## src/rtl/sargantana_icache_refill_unit_if.sv

```systemverilog
// ---------------------------------------------------------------------------
// sargantana_icache_refill_unit_if
//
// Bundles the miss hand-off from the icache control logic and the iFill bus
// towards the upper memory levels into one interface.
//
// Signals (directions as seen from the refill unit, modport master):
//   miss_valid      in   miss request from icache control
//   miss_ready      out  refill unit idle, miss accepted on valid && ready
//   miss_paddr      in   missing physical address
//   miss_way        in   victim way
//   req_valid       out  iFill request, held until acked
//   req_paddr       out  line-aligned request address
//   req_way         out  victim way of the request
//   resp_ack        in   request accepted by the upper level
//   resp_valid      in   beat valid
//   resp_beat       in   beat index within the line
//   resp_data       in   beat data
//   resp_inv_valid  in   coherence invalidation valid
//   resp_inv_paddr  in   invalidation address
//
// The slave modport is the environment side: icache control plus upper level.
// ---------------------------------------------------------------------------
interface sargantana_icache_refill_unit_if #(
    parameter int PADDR_SIZE = 40,
    parameter int LINE_WIDTH = 256,
    parameter int BEAT_WIDTH = 64,
    parameter int WAYS       = 4
);
    localparam int NUM_BEATS = LINE_WIDTH / BEAT_WIDTH;
    localparam int WAY_BITS  = (WAYS > 1) ? $clog2(WAYS) : 1;
    localparam int BEAT_BITS = (NUM_BEATS > 1) ? $clog2(NUM_BEATS) : 1;

    logic                  miss_valid;
    logic                  miss_ready;
    logic [PADDR_SIZE-1:0] miss_paddr;
    logic [WAY_BITS-1:0]   miss_way;

    logic                  req_valid;
    logic [PADDR_SIZE-1:0] req_paddr;
    logic [WAY_BITS-1:0]   req_way;

    logic                  resp_ack;
    logic                  resp_valid;
    logic [BEAT_BITS-1:0]  resp_beat;
    logic [BEAT_WIDTH-1:0] resp_data;
    logic                  resp_inv_valid;
    logic [PADDR_SIZE-1:0] resp_inv_paddr;

    modport master (
        input  miss_valid, miss_paddr, miss_way,
        input  resp_ack, resp_valid, resp_beat, resp_data,
        input  resp_inv_valid, resp_inv_paddr,
        output miss_ready, req_valid, req_paddr, req_way
    );

    modport slave (
        output miss_valid, miss_paddr, miss_way,
        output resp_ack, resp_valid, resp_beat, resp_data,
        output resp_inv_valid, resp_inv_paddr,
        input  miss_ready, req_valid, req_paddr, req_way
    );
endinterface

```

## src/rtl/sargantana_icache_refill_unit.sv

```systemverilog
// ---------------------------------------------------------------------------
// sargantana_icache_refill_unit
//
// Instruction-cache refill engine. Accepts one miss at a time, issues a
// line-aligned iFill request, gathers NUM_BEATS beats in any order into a
// line buffer and writes the assembled line into the victim way. Kill, flush
// and coherence invalidation are tracked per miss; PMU strobes and a
// saturating miss-latency counter are exported.
//
// Ports:
//   clk_i, rst_i        clock and synchronous active-high reset
//   flush_i             flush: kill plus discard of the current miss
//   kill_i              core kills the pending fetch
//   bus                 miss hand-off and iFill bus (master modport)
//   line_we_o           one-cycle line write strobe
//   line_way_o          write way
//   line_idx_o          set index of the line
//   line_tag_o          tag of the line
//   line_data_o         assembled line, beat b at [b*BEAT_WIDTH +: BEAT_WIDTH]
//   refill_done_o       one-cycle pulse, line available to the core
//   imiss_time_pmu_o    high while a miss is in flight
//   imiss_kill_pmu_o    one-cycle pulse on the first kill of a miss
//   miss_cycles_o       latency of the last completed miss, saturating
// ---------------------------------------------------------------------------
module sargantana_icache_refill_unit #(
    parameter int PADDR_SIZE = 40,
    parameter int LINE_WIDTH = 256,
    parameter int BEAT_WIDTH = 64,
    parameter int WAYS       = 4,
    parameter int IDX_BITS   = 7,
    parameter int CNT_WIDTH  = 16,
    localparam int NUM_BEATS   = LINE_WIDTH / BEAT_WIDTH,
    localparam int WAY_BITS    = (WAYS > 1) ? $clog2(WAYS) : 1,
    localparam int OFFSET_BITS = $clog2(LINE_WIDTH / 8),
    localparam int TAG_BITS    = PADDR_SIZE - IDX_BITS - OFFSET_BITS
) (
    input  logic                  clk_i,
    input  logic                  rst_i,
    input  logic                  flush_i,
    input  logic                  kill_i,
    sargantana_icache_refill_unit_if.master bus,
    output logic                  line_we_o,
    output logic [WAY_BITS-1:0]   line_way_o,
    output logic [IDX_BITS-1:0]   line_idx_o,
    output logic [TAG_BITS-1:0]   line_tag_o,
    output logic [LINE_WIDTH-1:0] line_data_o,
    output logic                  refill_done_o,
    output logic                  imiss_time_pmu_o,
    output logic                  imiss_kill_pmu_o,
    output logic [CNT_WIDTH-1:0]  miss_cycles_o
);
    localparam int LINE_ADDR_BITS = PADDR_SIZE - OFFSET_BITS;

    typedef enum logic [1:0] {IDLE, REQ, WAIT, WRITE} state_e;

    state_e                    state_q;
    logic [LINE_ADDR_BITS-1:0] lineAddr_q;
    logic [WAY_BITS-1:0]       way_q;
    logic [NUM_BEATS-1:0]      beatMask_q;
    logic [NUM_BEATS-1:0]      beatMask_d;
    logic                      killed_q;
    logic                      discard_q;
    logic [CNT_WIDTH-1:0]      cnt_q;
    logic [CNT_WIDTH-1:0]      missCycles_q;
    logic [LINE_WIDTH-1:0]     line_q;
    logic                      killPmu_q;

    logic                      beatAccept;
    logic [NUM_BEATS-1:0]      beatBit;
    logic                      maskFull;
    logic                      invMatch;
    logic                      killEvent;
    logic                      unusedOffsetBits;

    // The byte offset of incoming addresses is irrelevant to a line refill.
    assign unusedOffsetBits = ^{bus.miss_paddr[OFFSET_BITS-1:0],
                                bus.resp_inv_paddr[OFFSET_BITS-1:0]};

    // Beat bookkeeping and event decode. A beat counts in WAIT, or in REQ
    // when it rides along with the ack. maskFull looks at the mask including
    // this cycle's beat so the last beat moves the FSM on the same edge, which
    // also covers single-beat lines and a final beat arriving with the ack.
    // Beat indices are assumed to stay below NUM_BEATS (power-of-two lines).
    always_comb begin
        beatAccept = bus.resp_valid &&
                     ((state_q == WAIT) || ((state_q == REQ) && bus.resp_ack));
        beatBit    = NUM_BEATS'(1) << bus.resp_beat;
        beatMask_d = beatAccept ? (beatMask_q | beatBit) : beatMask_q;
        maskFull   = &beatMask_d;
        invMatch   = (state_q != IDLE) && bus.resp_inv_valid &&
                     (bus.resp_inv_paddr[PADDR_SIZE-1:OFFSET_BITS] == lineAddr_q);
        killEvent  = (state_q != IDLE) && (kill_i || flush_i);
    end

    // Refill FSM with all per-miss state. Kill/flush/invalidation only act
    // while a line is outstanding, so an IDLE-cycle kill (including the
    // accepting edge) is ignored. The latency counter is loaded with 1 on
    // accept and counts every non-IDLE cycle, saturating at all-ones; its
    // value during WRITE is the reported latency.
    always_ff @(posedge clk_i) begin
        if (rst_i) begin
            state_q      <= IDLE;
            lineAddr_q   <= '0;
            way_q        <= '0;
            beatMask_q   <= '0;
            killed_q     <= 1'b0;
            discard_q    <= 1'b0;
            cnt_q        <= '0;
            missCycles_q <= '0;
            line_q       <= '0;
            killPmu_q    <= 1'b0;
        end else begin
            killPmu_q  <= 1'b0;
            beatMask_q <= beatMask_d;

            if (state_q != IDLE && cnt_q != {CNT_WIDTH{1'b1}}) begin
                cnt_q <= cnt_q + CNT_WIDTH'(1);
            end

            if (beatAccept) begin
                line_q[bus.resp_beat * BEAT_WIDTH +: BEAT_WIDTH] <= bus.resp_data;
            end

            if (killEvent) begin
                killed_q <= 1'b1;
                if (!killed_q) begin
                    killPmu_q <= 1'b1;
                end
            end

            if (((state_q != IDLE) && flush_i) || invMatch) begin
                discard_q <= 1'b1;
            end

            case (state_q)
                IDLE: begin
                    if (bus.miss_valid) begin
                        lineAddr_q <= bus.miss_paddr[PADDR_SIZE-1:OFFSET_BITS];
                        way_q      <= bus.miss_way;
                        beatMask_q <= '0;
                        killed_q   <= 1'b0;
                        discard_q  <= 1'b0;
                        cnt_q      <= CNT_WIDTH'(1);
                        state_q    <= REQ;
                    end
                end
                REQ: begin
                    if (bus.resp_ack) begin
                        state_q <= maskFull ? WRITE : WAIT;
                    end
                end
                WAIT: begin
                    if (maskFull) begin
                        state_q <= WRITE;
                    end
                end
                WRITE: begin
                    missCycles_q <= cnt_q;
                    state_q      <= IDLE;
                end
                default: state_q <= IDLE;
            endcase
        end
    end

    // Output decode. The write strobe also honours an invalidation hitting
    // the line in the WRITE cycle itself, hence invMatch alongside discard_q.
    always_comb begin
        bus.miss_ready   = (state_q == IDLE);
        bus.req_valid    = (state_q == REQ);
        bus.req_paddr    = {lineAddr_q, {OFFSET_BITS{1'b0}}};
        bus.req_way      = way_q;
        line_we_o        = (state_q == WRITE) && !discard_q && !invMatch;
        refill_done_o    = line_we_o && !killed_q;
        line_way_o       = way_q;
        line_idx_o       = lineAddr_q[IDX_BITS-1:0];
        line_tag_o       = lineAddr_q[LINE_ADDR_BITS-1:IDX_BITS];
        line_data_o      = line_q;
        imiss_time_pmu_o = (state_q != IDLE);
        imiss_kill_pmu_o = killPmu_q;
        miss_cycles_o    = missCycles_q;
    end
endmodule

```

## src/flat_wrapper.sv

```systemverilog
// flat-port wrapper written by rule: the top's interface ports become plain ports
module sargantana_icache_refill_unit_flat 
#(
    parameter int PADDR_SIZE = 40,
    parameter int LINE_WIDTH = 256,
    parameter int BEAT_WIDTH = 64,
    parameter int WAYS       = 4,
    parameter int IDX_BITS   = 7,
    parameter int CNT_WIDTH  = 16,
    localparam int NUM_BEATS   = LINE_WIDTH / BEAT_WIDTH,
    localparam int WAY_BITS    = (WAYS > 1) ? $clog2(WAYS) : 1,
    localparam int OFFSET_BITS = $clog2(LINE_WIDTH / 8),
    localparam int TAG_BITS    = PADDR_SIZE - IDX_BITS - OFFSET_BITS
)
  (clk_i, rst_i, flush_i, kill_i, line_we_o, line_way_o, line_idx_o, line_tag_o, line_data_o, refill_done_o, imiss_time_pmu_o, imiss_kill_pmu_o, miss_cycles_o, bus_miss_valid, bus_miss_paddr, bus_miss_way, bus_resp_ack, bus_resp_valid, bus_resp_beat, bus_resp_data, bus_resp_inv_valid, bus_resp_inv_paddr, bus_miss_ready, bus_req_valid, bus_req_paddr, bus_req_way);
  sargantana_icache_refill_unit_if #(.PADDR_SIZE(PADDR_SIZE), .LINE_WIDTH(LINE_WIDTH), .BEAT_WIDTH(BEAT_WIDTH), .WAYS(WAYS)) bus_i ();
  input  logic clk_i;
  input  logic rst_i;
  input  logic flush_i;
  input  logic kill_i;
  output logic line_we_o;
  output logic [WAY_BITS-1:0] line_way_o;
  output logic [IDX_BITS-1:0] line_idx_o;
  output logic [TAG_BITS-1:0] line_tag_o;
  output logic [LINE_WIDTH-1:0] line_data_o;
  output logic refill_done_o;
  output logic imiss_time_pmu_o;
  output logic imiss_kill_pmu_o;
  output logic [CNT_WIDTH-1:0] miss_cycles_o;
  input wire logic [$bits(bus_i.miss_valid)-1:0] bus_miss_valid;
  input wire logic [$bits(bus_i.miss_paddr)-1:0] bus_miss_paddr;
  input wire logic [$bits(bus_i.miss_way)-1:0] bus_miss_way;
  input wire logic [$bits(bus_i.resp_ack)-1:0] bus_resp_ack;
  input wire logic [$bits(bus_i.resp_valid)-1:0] bus_resp_valid;
  input wire logic [$bits(bus_i.resp_beat)-1:0] bus_resp_beat;
  input wire logic [$bits(bus_i.resp_data)-1:0] bus_resp_data;
  input wire logic [$bits(bus_i.resp_inv_valid)-1:0] bus_resp_inv_valid;
  input wire logic [$bits(bus_i.resp_inv_paddr)-1:0] bus_resp_inv_paddr;
  output wire logic [$bits(bus_i.miss_ready)-1:0] bus_miss_ready;
  output wire logic [$bits(bus_i.req_valid)-1:0] bus_req_valid;
  output wire logic [$bits(bus_i.req_paddr)-1:0] bus_req_paddr;
  output wire logic [$bits(bus_i.req_way)-1:0] bus_req_way;
  assign bus_i.miss_valid = bus_miss_valid;
  assign bus_i.miss_paddr = bus_miss_paddr;
  assign bus_i.miss_way = bus_miss_way;
  assign bus_i.resp_ack = bus_resp_ack;
  assign bus_i.resp_valid = bus_resp_valid;
  assign bus_i.resp_beat = bus_resp_beat;
  assign bus_i.resp_data = bus_resp_data;
  assign bus_i.resp_inv_valid = bus_resp_inv_valid;
  assign bus_i.resp_inv_paddr = bus_resp_inv_paddr;
  assign bus_miss_ready = bus_i.miss_ready;
  assign bus_req_valid = bus_i.req_valid;
  assign bus_req_paddr = bus_i.req_paddr;
  assign bus_req_way = bus_i.req_way;
  sargantana_icache_refill_unit #(.PADDR_SIZE(PADDR_SIZE), .LINE_WIDTH(LINE_WIDTH), .BEAT_WIDTH(BEAT_WIDTH), .WAYS(WAYS), .IDX_BITS(IDX_BITS), .CNT_WIDTH(CNT_WIDTH)) u_core (.clk_i(clk_i), .rst_i(rst_i), .flush_i(flush_i), .kill_i(kill_i), .bus(bus_i), .line_we_o(line_we_o), .line_way_o(line_way_o), .line_idx_o(line_idx_o), .line_tag_o(line_tag_o), .line_data_o(line_data_o), .refill_done_o(refill_done_o), .imiss_time_pmu_o(imiss_time_pmu_o), .imiss_kill_pmu_o(imiss_kill_pmu_o), .miss_cycles_o(miss_cycles_o));
endmodule
```

## config.mk

```make
export PLATFORM = sky130hd
export DESIGN_NAME = sargantana_icache_refill_unit_flat
export DESIGN_NICKNAME = d
export VERILOG_FILES = /design/src/rtl/sargantana_icache_refill_unit_if.sv /design/src/rtl/sargantana_icache_refill_unit.sv /design/src/flat_wrapper.sv
export SDC_FILE = /design/constraint.sdc
export NUM_CORES = 1
export LEC_CHECK = 0
export CORE_AREA = 4 4 197 199
export CTS_BUF_LIST = sky130_fd_sc_hd__clkbuf_2 sky130_fd_sc_hd__clkbuf_4 sky130_fd_sc_hd__clkbuf_8
export CTS_CLUSTER_DIAMETER = 100
export DETAILED_ROUTE_END_ITERATION = 12
export DIE_AREA = 0 0 201 203
export DONT_BUFFER_PORTS = 1
export GPL_TIMING_DRIVEN = 1
export SYNTH_ARGS = -nofsm -noshare
export SYNTH_HDL_FRONTEND = slang
export SYNTH_SLANG_ARGS = --single-unit
```

## constraint.sdc

```tcl
create_clock -name clk_i -period 2 [get_ports clk_i]
set_clock_uncertainty 0.05 [all_clocks]
set_input_delay 0.4 -clock clk_i [delete_from_list [all_inputs] [get_ports clk_i]]
set_output_delay 0.4 -clock clk_i [all_outputs]
set_load 0.01 [all_outputs]
```

Yosys cells after proc, flatten, opt, wreduce, memory -nomap -nowiden:

Index checks and enable logic that the tools add are counted.

* add/sub/neg operators: 2
* equality and inequality tests: 8
* shifts and indexed selects: 3
* muxes and demuxes: 19
* bitwise gates (word level): 2
* reduce and logical (&&, ||, !) cells: 22

Operators by type and width (number)
* 256-bit bitwise mux: 1
* 64-bit by 34-bit variable shift with 256-bit output, first input constant: 1
* 64-bit by 34-bit variable part select with 256-bit output: 1
* 16-bit 2-to-1 mux: 3
* 35-bit equality test: 1
* 8-bit negation with 34-bit output: 1
* 16-bit by 1-bit adder with 16-bit output, second input constant: 1
* 16-bit inequality test, second input constant: 1
* 4-bit 2-to-1 mux: 3
* 1-bit logical AND: 10
* 1-bit 2-to-1 mux: 8
* 2-bit one-hot mux with 4 select lines: 1
* 2-bit 2-to-1 mux: 3
* 2-bit equality test, second input constant: 2
* 2-bit inequality test, second input constant: 2
* 4-bit OR: 1
* 4-bit AND reduction: 1
* 1-bit by 2-bit left shift with 4-bit output, first input constant: 1
* 1-bit logical NOT: 3
* 1-bit logical OR: 3
* 3-bit AND reduction: 1
* 2-bit by 1-bit equality test with 1-bit output, second input constant: 1
* 2-bit logical NOT: 1
* 2-bit by 1-bit inequality test with 1-bit output, second input constant: 1
* other kinds (4): 4

* bits in registers: 334
* bits of input ports: 156

Depth between registers and ports, before layout:

Gate-level depths: netlist of the first run.

* depth in word-level cells: 9
* mapped depth: 9
* depth with buffers taken out: 7

Worst setup path before layout of the first run:

OpenSTA, ideal clock, no wires.

* path kind: reg-to-output
* start point: register u_core.state_q[0]
* end point: output refill_done_o
* data arrival time: 1620 ps
* slack: -70 ps
* stages on the path, launching flop included: 9
* path buffers: 1
* path through: dfxtp_1 -> inv_1 -> ha_1 -> buf_2 -> clkinv_1 -> and3_1 -> nand4_1 -> nor4_1 -> nor3_1

* longest elaborated chain between the ends: 6
* elaborated cells between the ends (all ways): 8
* those cells by class: eq/ne: 1; reduce/logical: 7

RTL lines
* from (decl): line sargantana_icache_refill_unit.sv:56 `state_e state_q;`
* from (signal assigned): line sargantana_icache_refill_unit.sv:149 `state_q <= maskFull ? WRITE : WAIT;`
* 2-bit nonzero test
* via imiss_time_pmu_o: line flat_wrapper.sv:27 `output logic imiss_time_pmu_o;`
* 1-bit logical AND (2 in series): line sargantana_icache_refill_unit.sv:90 `invMatch = (state_q != IDLE) && bus.resp_inv_valid &&`
* 1-bit logical NOT: line sargantana_icache_refill_unit.sv:173 `line_we_o = (state_q == WRITE) && !discard_q && !invMatch;`
* 1-bit logical AND: line sargantana_icache_refill_unit.sv:173
* 1-bit logical AND: line sargantana_icache_refill_unit.sv:174 `refill_done_o = line_we_o && !killed_q;`
* to (decl): line flat_wrapper.sv:26 `output logic refill_done_o;`

The timed path passes the listed nets, and every way through them passes these cells.

Final worst setup path of the first run:

* start point: register u_core.lineAddr_q[22]
* end point: output refill_done_o

* longest elaborated chain between the ends: 5

RTL lines
* from (decl): line sargantana_icache_refill_unit.sv:57 `logic [LINE_ADDR_BITS-1:0] lineAddr_q;`
* from (signal assigned): line sargantana_icache_refill_unit.sv:138 `lineAddr_q <= bus.miss_paddr[PADDR_SIZE-1:OFFSET_BITS];`
* 35-bit equality test: line sargantana_icache_refill_unit.sv:91 `(bus.resp_inv_paddr[PADDR_SIZE-1:OFFSET_BITS] == lineAddr_q);`
* 1-bit logical AND: line sargantana_icache_refill_unit.sv:90
* 1-bit logical NOT: line sargantana_icache_refill_unit.sv:173
* 1-bit logical AND: line sargantana_icache_refill_unit.sv:173
* 1-bit logical AND: line sargantana_icache_refill_unit.sv:174

No other way between the ends.

==> flow_metrics.env, run 1 <==
export IMPL_crit_arrival_ns=2.22
export IMPL_num_io_pins=513
export IMPL_htree_levels=2
export IMPL_placed_cell_area_um2=13800
export IMPL_synth_ff_latch_count=334
export IMPL_outcome="finished, violations left"
export IMPL_synth_edf_count=0
export IMPL_yosysSeqAreaShare_pct=50.7
export IMPL_syn_to_final_growth_pct=26.5
export IMPL_num_rows=71
export IMPL_violations="negative hold slack, negative setup slack"
export IMPL_criticalPathCategory="flop to output port"
export IMPL_min_path_type="input port to flop"
export IMPL_routed_wl_um=54800
export IMPL_synthFlopType="dfxtp_1"
export IMPL_hpwlAfterDp_um=34800
export IMPL_drtPass1Iterations=10
export IMPL_die_x_um=201
export IMPL_finish_utilization_pct=44.8
export IMPL_finish_net_count=1883
export IMPL_total_leakage_power_nw=5.82
export IMPL_clockBufferDepth=3
export IMPL_cts_made_buffers=56
export IMPL_layout_commonest_cell="nand2_1"
export IMPL_place_congestion=0.886
export IMPL_core_um2=37200
export IMPL_clkSlewWorstSetupHoldPaths_ns=0.06
export IMPL_grt_pass1_wl_um=74700
export IMPL_drt_initial_drc_count=1004
export IMPL_synth_cell_types=47
export IMPL_syn_inst=1604
export IMPL_grt_antenna_before_repair=1
export IMPL_critPathCaptureType="output port"
export IMPL_clock_latency_ns=0.63
export IMPL_clockRootBuffer="clkbuf_8"
export IMPL_hold_slack_ns=-0.201
export IMPL_worst_slack_ns=-0.671
export IMPL_setup_viol=2
export IMPL_netlist_area_um2=13200
export IMPL_rr_worst_depth=9
export IMPL_setup_tns_ns=-1.33
export IMPL_timing_rr_start="u_core.state_q[1]$_SDFFE_PP0P_"
export IMPL_slew_viol_final=0
export IMPL_holdPathEnd="u_core.line_data_o[74]$_SDFFE_PP0P_"
export IMPL_grt_total_usage_pct=23.5
export IMPL_grt_pass1_vias=11400
export IMPL_worstPathRequired_ns=1.55
export IMPL_grt_overflow_total=0
export IMPL_timing_rr_end="u_core.state_q[0]$_SDFFE_PP0P_"
export IMPL_crit_path_start_kind="flop"
export IMPL_clkSinkCount=334
export IMPL_ant_nets=0
export IMPL_worst_pin_slew_ns=1.13
export IMPL_post_route_min_period_ns=2.67
export IMPL_grt_max_degree=317
export IMPL_maxCapViolCount=0
export IMPL_synthArstFlopShare_pct=0
export IMPL_fin_crit_sh_pct=134
export IMPL_layout_drive_gt1_share_pct=14.3
export IMPL_start_util_pct=35.4
export IMPL_ir_worst_vdd_mv=0.624
export IMPL_worst_r2r_setup_slack_ns=0
export IMPL_slew_headroom_pct=24.5
export IMPL_io_buffers=0
export IMPL_powerDensity_nw_per_um2=1020
export IMPL_viasPerCell=5.52
export IMPL_diodes=0
export IMPL_avgSynthCellArea_um2=8.22
export IMPL_worst_hold_path_num_cells=1
export IMPL_cts_tree="yes"
export IMPL_hold_viol=84
export IMPL_fill_cells=3577
export IMPL_holdCritStartpoint="rst_i"
export IMPL_die_height_um=203
export IMPL_final_cell_mix="nand2_1 (341), dfxtp_1 (327), a21oi_1 (297), nand3_1 (262), dlygate4sd3_1 (113)"
export IMPL_avgRoutedWirePerCell_um=24.6
export IMPL_ys_warn_count=0
export IMPL_worstPathMaxFanout=2
export IMPL_fmax_ghz=0.374
export IMPL_rsz0062_at_grt="yes"
export IMPL_design_area_um2=16700
export IMPL_place_ws_ns=-0.157
export IMPL_drcViolationCount=0
export IMPL_dieArea_um2=40800
export IMPL_dr_total_vias=12300
registers in the layout, summed over array words and instances (netlist names):
signal and flops:
u_core.line_data_o 256, u_core.imiss_kill_pmu_o 1, u_core.discard_q 1, u_core.bus.req_way 2, u_core.cnt_q 16, u_core.miss_cycles_o 16
u_core.killed_q 1, u_core.state_q 2, u_core.lineAddr_q 35, u_core.beatMask_q 4
worst max-delay path by stage:
stage,start,endpoint,slack [ns],depth (start not counted)
6_report,u_core.lineAddr_q[22]$_SDFFE_PP0P_,refill_done_o,-0.67,6
5_1_grt,u_core.lineAddr_q[22]$_SDFFE_PP0P_,refill_done_o,-0.75,6
4_1_cts,u_core.lineAddr_q[21]$_SDFFE_PP0P_,refill_done_o,-0.74,6
3_5_place_dp,bus_resp_inv_paddr[36],refill_done_o,-0.16,6
3_3_place_gp,bus_resp_inv_paddr[36],refill_done_o,-0.29,6
2_1_floorplan,u_core.state_q[0]$_SDFFE_PP0P_,refill_done_o,0.0007,8
metal layers:
layer	GRT usage [%]	wire (µm)	vias to the layer above
met2	38.6	26300	704
met3	10.4	6020	138
met4	11.1	2480	0
met1	26.3	20000	5822
met5	0	0	-
li1	-	-	5619
where the power goes:
| part | total, mW | leakage, nW | switching, mW | internal (mW) |
|---|---|---|---|---|
| clock network | 6.36 | 0.622 | 2.82 | 3.54 |
| logic | 3.54 | 2.50 | 2.19 | 1.35 |
| registers | 7.17 | 2.70 | 0.251 | 6.92 |
Yosys cell counts (all sizes together), types with 9 or more instances:
library cell | instances | area share [%]
a21oi | 299 | 11
xor2 | 32 | 2.1
xnor2 | 16 | 1.1
clkbuf | 92 | 2.6
nor4 | 14 | 0.66
dfxtp | 334 | 51
mux2i | 17 | 1.3
nor2 | 41 | 1.2
ha | 12 | 1.1
nand3 | 263 | 10
inv | 9 | 0.26
nand2 | 345 | 9.9
buf | 78 | 4.6
kinds of logic (layout without fill, tap and decap cells):
group | count (synthesis) | in the layout | synth area share [%]
DFF | 334 | 334 | 50.7
and+or+nand+nor | 695 | 695 | 23.6
other | 1 | 5 | 0.0284
adders and majority gates | 12 | 12 | 1.14
xor gates and xnor gates | 48 | 48 | 3.19
buffers and inverters | 180 | 324 | 7.53
muxes | 17 | 17 | 1.29
AOI/OAI and AO/OA | 317 | 317 | 12.5
per-stage QoR:
step / cells / power [mW]
floorplan: 1608 / 9.09
global placement: 1999 / 9.97
detailed placement: 1999 / 10.0
CTS: 2140 / 16.5
global route: 2226 / 17.7
finish: 2226 / 17.1
final cells by class:
class                      instances  area [µm²]  area share, %
inverter                          10        41.3          0.248
clock buffer                      81        1030           6.16
multi-input combinational       1094        5770           34.6
sequential                       334        6700           40.2
timing repair buffer             219        2410           14.4
clock inverter                    14         128          0.766
tap                              474         593           3.56
worst max-delay path, stage by stage (launching register included):
cell and delay (ns):
dfxtp_1 0.33, xor2_1 0.18, nor4_2 0.34, nand3_2 0.21
nor4_4 0.30, buf_4 0.17, nor3_2 0.06
timing repair:
action                                  4_1_cts  5_1_grt
endpoints found under the hold margin       317      290
gates cloned                                  0        8
buffers inserted                              0       11
pin swaps                                     1       15
endpoints found under the setup margin        6      117
resized for setup                             7       46
hold buffers                                 46       67
Note: power is estimated with default switching activity, not from simulation.
==> run 2: changes to the inputs <==
--- a/constraint.sdc
+++ b/constraint.sdc
@@ -3,3 +3,3 @@
 set_input_delay 0.4 -clock clk_i [delete_from_list [all_inputs] [get_ports clk_i]]
 set_output_delay 0.4 -clock clk_i [all_outputs]
-set_load 0.01 [all_outputs]
+set_load 0.1 [all_outputs]
==> run 2 against run 1 <==
  * Critical endpoint unchanged
  * Sequential power shrank 0.6%
  * Critical path depth up 1
  * Worst hold slack improved by 0.019 ns
  * Clock-buffer cell count up 13
  * Utilization increased by 6.8 points
  * Total power up 22%
  * Highest routed layer is now met5
  * The run still ends with negative hold slack, negative setup slack left
  * Die area did not move
  * Flip-flop and latch count stayed put
  * Largest power group unchanged
  * Routed wire length rose by 6.5%
==> flow_metrics.env, run 2 (synthesis gave the netlist of run 1 again) <==
export IMPL_avgRoutedWirePerCell_um=23.2
export IMPL_clkSlewWorstSetupHoldPaths_ns=0.05
export IMPL_largest_register_ffs=256
export IMPL_critPathCaptureType="output port"
export IMPL_violations="negative hold slack, negative setup slack"
export IMPL_grt_antenna_before_repair=5
export IMPL_crit_path_start_kind="flop"
export IMPL_grt_pass1_wl_um=77600
export IMPL_slowest_stage="dfxtp_2"
export IMPL_dieArea_um2=40800
export IMPL_timing_rr_start="u_core.state_q[0]$_SDFFE_PP0P_"
export IMPL_cpPeakStageDelay_ns=0.33
export IMPL_worstPathRequired_ns=1.55
export IMPL_fmax_ghz=0.363
export IMPL_start_util_pct=35.4
export IMPL_core_um2=37200
export IMPL_hold_slack_ns=-0.182
export IMPL_slew_viol_final=0
export IMPL_drt_initial_drc_count=1028
export IMPL_cts_tree="yes"
export IMPL_place_ws_ns=-0.249
export IMPL_grt_total_usage_pct=24.3
export IMPL_crit_chain="xor2_1 > nor4_2 > nand4_1 > nor4_4 > buf_4 > nor3_4 > buf_12"
export IMPL_clock_latency_ns=0.63
export IMPL_layout_drive_gt1_share_pct=29.7
export IMPL_syn_to_final_growth_pct=45.7
export IMPL_holdCritStartpoint="rst_i"
export IMPL_hpwlAfterDp_um=36000
export IMPL_layout_commonest_cell="buf_4"
export IMPL_drtPass1Iterations=5
export IMPL_dr_total_vias=13400
export IMPL_slew_headroom_pct=15.8
export IMPL_place_congestion=0.856
export IMPL_grt_pass1_vias=12600
export IMPL_worst_pin_slew_ns=1.26
export IMPL_maxCapViolCount=0
export IMPL_cts_made_buffers=57
export IMPL_clockRootBuffer="clkbuf_8"
export IMPL_die_height_um=203
export IMPL_ant_nets=0
export IMPL_outcome="finished, violations left"
export IMPL_worst_slack_ns=-0.756
export IMPL_drcViolationCount=0
export IMPL_worstPathMaxFanout=2
export IMPL_setup_viol=5
export IMPL_criticalPathCategory="flop to output port"
export IMPL_final_cell_mix="buf_4 (343), nand2_1 (340), dfxtp_1 (295), a21oi_1 (286), nand3_1 (263)"
export IMPL_cp_startpoint="u_core.lineAddr_q[13]$_SDFFE_PP0P_"
export IMPL_powerDensity_nw_per_um2=1080
export IMPL_ir_worst_vdd_mv=0.749
export IMPL_clkSinkCount=334
export IMPL_total_leakage_power_nw=7.52
export IMPL_grt_max_degree=317
export IMPL_die_x_um=201
export IMPL_critPathBufInv=2
export IMPL_cp_top_family="simple AND/OR/NAND/NOR gates"
export IMPL_min_path_type="input port to flop"
export IMPL_io_buffers=0
export IMPL_crit_arrival_ns=2.31
export IMPL_finish_net_count=2157
export IMPL_routed_wl_um=58400
export IMPL_grt_overflow_total=0
export IMPL_post_route_min_period_ns=2.76
export IMPL_finish_utilization_pct=51.6
export IMPL_rsz0062_at_grt="yes"
export IMPL_htree_levels=2
export IMPL_clockBufferDepth=3
export IMPL_viasPerCell=5.32
export IMPL_hold_viol=96
export IMPL_num_io_pins=513
export IMPL_num_rows=71
export IMPL_fin_crit_sh_pct=138
==> run 2: cell types whose count changed in the layout (fill, tap and decap cells not counted), moves of 13 or more <==
| cell | change |
|---|---|
| dfxtp_1 | -32 |
| dfxtp_2 | +19 |
| dlygate4sd3_1 | -29 |
| buf_4 | +277 |
| dfxtp_4 | +13 |
==> run 2: layer usage <==
metal  up-vias  GRT usage [%]  part of all wire [%]  routed length, µm
li1       6177              -                     -                  -
met2       701           41.0                    49              28400
met4         2           10.9                   4.5               2610
met3       142           10.2                    11               6310
met5         -              0                 0.022                 13
met1      6358           26.8                    36              21000
==> run 2: where the power goes <==
group | internal (mW) | switching, mW | leakage (nW)
combinational | 1.71 | 5.04 | 4.12
clock | 3.99 | 2.90 | 0.681
sequential | 6.95 | 0.183 | 2.72
==> run 2: worst paths after layout <==
| check | endpoint | slack, ns | cells after the start |
|---|---|---|---|
| worst max-delay path | refill_done_o | -0.76 | 7 |
| worst min-delay path | u_core.lineAddr_q[26]$_SDFFE_PP0P_ | -0.18 | 1 |
| worst max register to register | u_core.state_q[0]$_SDFFE_PP0P_ | -0.03 | 9 |
| worst min register to register | u_core.line_data_o[20]$_SDFFE_PP0P_ | 0.40 | 2 |
==> run 2: layout make-up <==
| cell class | count | area, µm² |
|---|---|---|
| Antenna cell | 5 | 12.5 |
| Clock buffer | 94 | 1140 |
| Clock inverter | 13 | 141 |
| Fill cell | 3385 | 18000 |
| Inverter | 10 | 63.8 |
| Multi-Input combinational cell | 1096 | 5880 |
| Sequential cell | 334 | 6770 |
| Tap cell | 474 | 593 |
| Timing Repair Buffer | 490 | 4600 |
==> run 2: worst reg2reg max path, delay by kind of cell, from the launching register on <==
kind                       cells  cell delay (ns)
DFF                            1             0.33
AOI/OAI and AO/OA              5             1.12
buffers and inverters          3             0.27
adders and majority gates      1             0.15
==> run 2: stage by stage <==
| stage | std cells | power (mW) | area [µm²] | setup TNS [ns] |
|---|---|---|---|---|
| floorplan | 1608 | 12.0 | 13400 | -130.28 |
| global placement | 2289 | 12.9 | 16200 | -0.889 |
| detailed placement | 2289 | 13.0 | 16200 | -1.13 |
| CTS | 2444 | 20.1 | 18100 | -1.71 |
| global route | 2514 | 21.4 | 19200 | -2.17 |
| finish | 2516 | 20.8 | 19200 | -1.58 |
==> run 2: what timing repair did <==
action	in CTS	in global routing
setup endpoints to repair	50	237
gates resized for setup	26	53
pin swaps	9	20
hold buffers	48	36
hold endpoints to repair	318	297
setup buffers	0	11
gates cloned	0	22
==> run 3: changes to the inputs <==
clock period = 3.2 ns   (was 2 ns; I/O delays follow)
==> run 3 against run 2 <==
  * The run now ends clean
  * Final cell count down 18%
  * Sequential share of layout area up 10 points
  * Die area unchanged
  * Critical endpoint unchanged
  * Largest power group unchanged
==> flow_metrics.env, run 3 (synthesis gave the netlist of run 1 again) <==
export IMPL_outcome="completed"
export IMPL_multi_input_area_um2=5580
export IMPL_critPathCaptureType="output port"
export IMPL_routed_wl_um=48900
export IMPL_crit_arrival_ns=2.46
export IMPL_die_height_um=203
export IMPL_maxCapViolCount=0
export IMPL_min_path_type="input port to flop"
export IMPL_drtPass1Iterations=5
export IMPL_clockRootBuffer="clkbuf_8"
export IMPL_largest_register_ffs=256
export IMPL_htree_levels=2
export IMPL_ant_nets=0
export IMPL_fill_cells=3791
export IMPL_clkSlewWorstSetupHoldPaths_ns=0.06
export IMPL_drt_initial_drc_count=803
export IMPL_criticalPathCategory="flop to output port"
export IMPL_crit_path_start_kind="flop"
export IMPL_clock_latency_ns=0.63
export IMPL_slew_headroom_pct=25.9
export IMPL_dr_total_vias=11500
export IMPL_post_route_min_period_ns=3.15
export IMPL_drcViolationCount=0
export IMPL_die_x_um=201
export IMPL_ir_worst_vdd_mv=0.360
export IMPL_io_buffers=0
export IMPL_register_area_um2=6740
export IMPL_grt_antenna_before_repair=0
export IMPL_layout_drive_gt1_share_pct=14.3
export IMPL_dieArea_um2=40800
export IMPL_worstPathMaxFanout=7
export IMPL_avgRoutedWirePerCell_um=23.6
export IMPL_grt_max_degree=260
export IMPL_setup_viol=0
export IMPL_place_congestion=0.883
export IMPL_core_um2=37200
export IMPL_layout_commonest_cell="nand2_1"
export IMPL_worst_pin_slew_ns=1.11
export IMPL_cts_made_buffers=55
export IMPL_diodes=0
export IMPL_clkSinkCount=334
export IMPL_fmax_ghz=0.317
export IMPL_clockBufferDepth=3
export IMPL_placed_cell_area_um2=13600
export IMPL_cts_tree="yes"
export IMPL_grt_total_usage_pct=22.6
export IMPL_slew_viol_final=0
export IMPL_start_util_pct=35.4
export IMPL_hold_viol=0
export IMPL_worstPathRequired_ns=2.51
export IMPL_rsz0062_at_grt="yes"
export IMPL_num_rows=71
export IMPL_fin_crit_sh_pct=98.5
export IMPL_syn_to_final_growth_pct=12.4
export IMPL_viasPerCell=5.52
export IMPL_power_mw=11.9
export IMPL_num_io_pins=513
export IMPL_final_cell_mix="nand2_1 (341), a21oi_1 (298), dfxtp_1 (295), nand3_1 (263), clkbuf_8 (63)"
export IMPL_design_area_um2=14800
export IMPL_grt_pass1_wl_um=72000
export IMPL_grt_pass1_vias=11000
export IMPL_grt_overflow_total=0
export IMPL_hpwlAfterDp_um=32500
export IMPL_total_leakage_power_nw=4.95
export IMPL_powerDensity_nw_per_um2=802
export IMPL_hold_slack_ns=0.0858
export IMPL_finish_net_count=1729
==> run 3: path summary, 6_finish.rpt <==
kind / startpoint / slack [ns] / to / depth (start not counted)
worst max-delay path: u_core.state_q[1]$_SDFFE_PP0P_ / 0.05 / refill_done_o / 9
worst min-delay path: bus_miss_paddr[33] / 0.09 / u_core.lineAddr_q[28]$_SDFFE_PP0P_ / 2
worst max register to register: u_core.state_q[1]$_SDFFE_PP0P_ / 0.97 / u_core.line_data_o[252]$_SDFFE_PP0P_ / 8
worst min register to register: u_core.beatMask_q[3]$_SDFF_PP0_ / 0.44 / u_core.beatMask_q[3]$_SDFF_PP0_ / 2
==> run 3: worst max-delay path: stages, from the launching register on <==
cell      delay, ns
dfxtp_4        0.37
inv_4          0.05
ha_4           0.17
clkinv_8       0.13
and3_4         0.20
nand4_1        0.12
nor4_2         0.35
buf_4          0.21
nor3_4         0.05
buf_12         0.17
==> run 3: per-stage QoR <==
stage               util [%]  cells  setup TNS (ns)  setup slack [ns]
global route            39.8   2075          -0.119           -0.0646
finish                  39.8   2075               0            0.0491
floorplan                  -   1608               0           0.00444
global placement        36.4   1974               0             0.323
CTS                     39.7   2073         -0.0295           -0.0193
detailed placement      36.4   1974               0             0.311
==> run 3: area by class of cell <==
| cell class | count | area share, % |
|---|---|---|
| Clock buffer | 86 | 7.02 |
| Clock inverter | 11 | 0.980 |
| Inverter | 10 | 0.355 |
| Multi-Input combinational cell | 1094 | 37.7 |
| Sequential cell | 334 | 45.5 |
| Tap cell | 474 | 4.00 |
| Timing Repair Buffer | 66 | 4.46 |
==> run 3: what timing repair did <==
action                     in CTS  in global routing
hold endpoints to repair        9                  0
setup buffers                   0                  2
pin swaps                       2                  6
hold buffers                    2                  0
setup endpoints to repair       2                  2
resized for setup               2                  8
==> run 3: power breakdown <==
| part | total [mW] | switching, mW | internal [mW] | leakage (nW) |
|---|---|---|---|---|
| combinational | 3.08 | 2.55 | 0.536 | 1.61 |
| sequential | 4.76 | 0.416 | 4.34 | 2.71 |
| clock | 4.04 | 1.73 | 2.31 | 0.633 |
==> run 3: per-layer routing <==
layer,up-vias,GRT usage [%],share of wire (%)
li1,5299,-,-
met4,0,10.6,4.0
met5,-,0,0
met2,640,38.0,49
met3,88,9.25,12
met1,5426,25.0,35
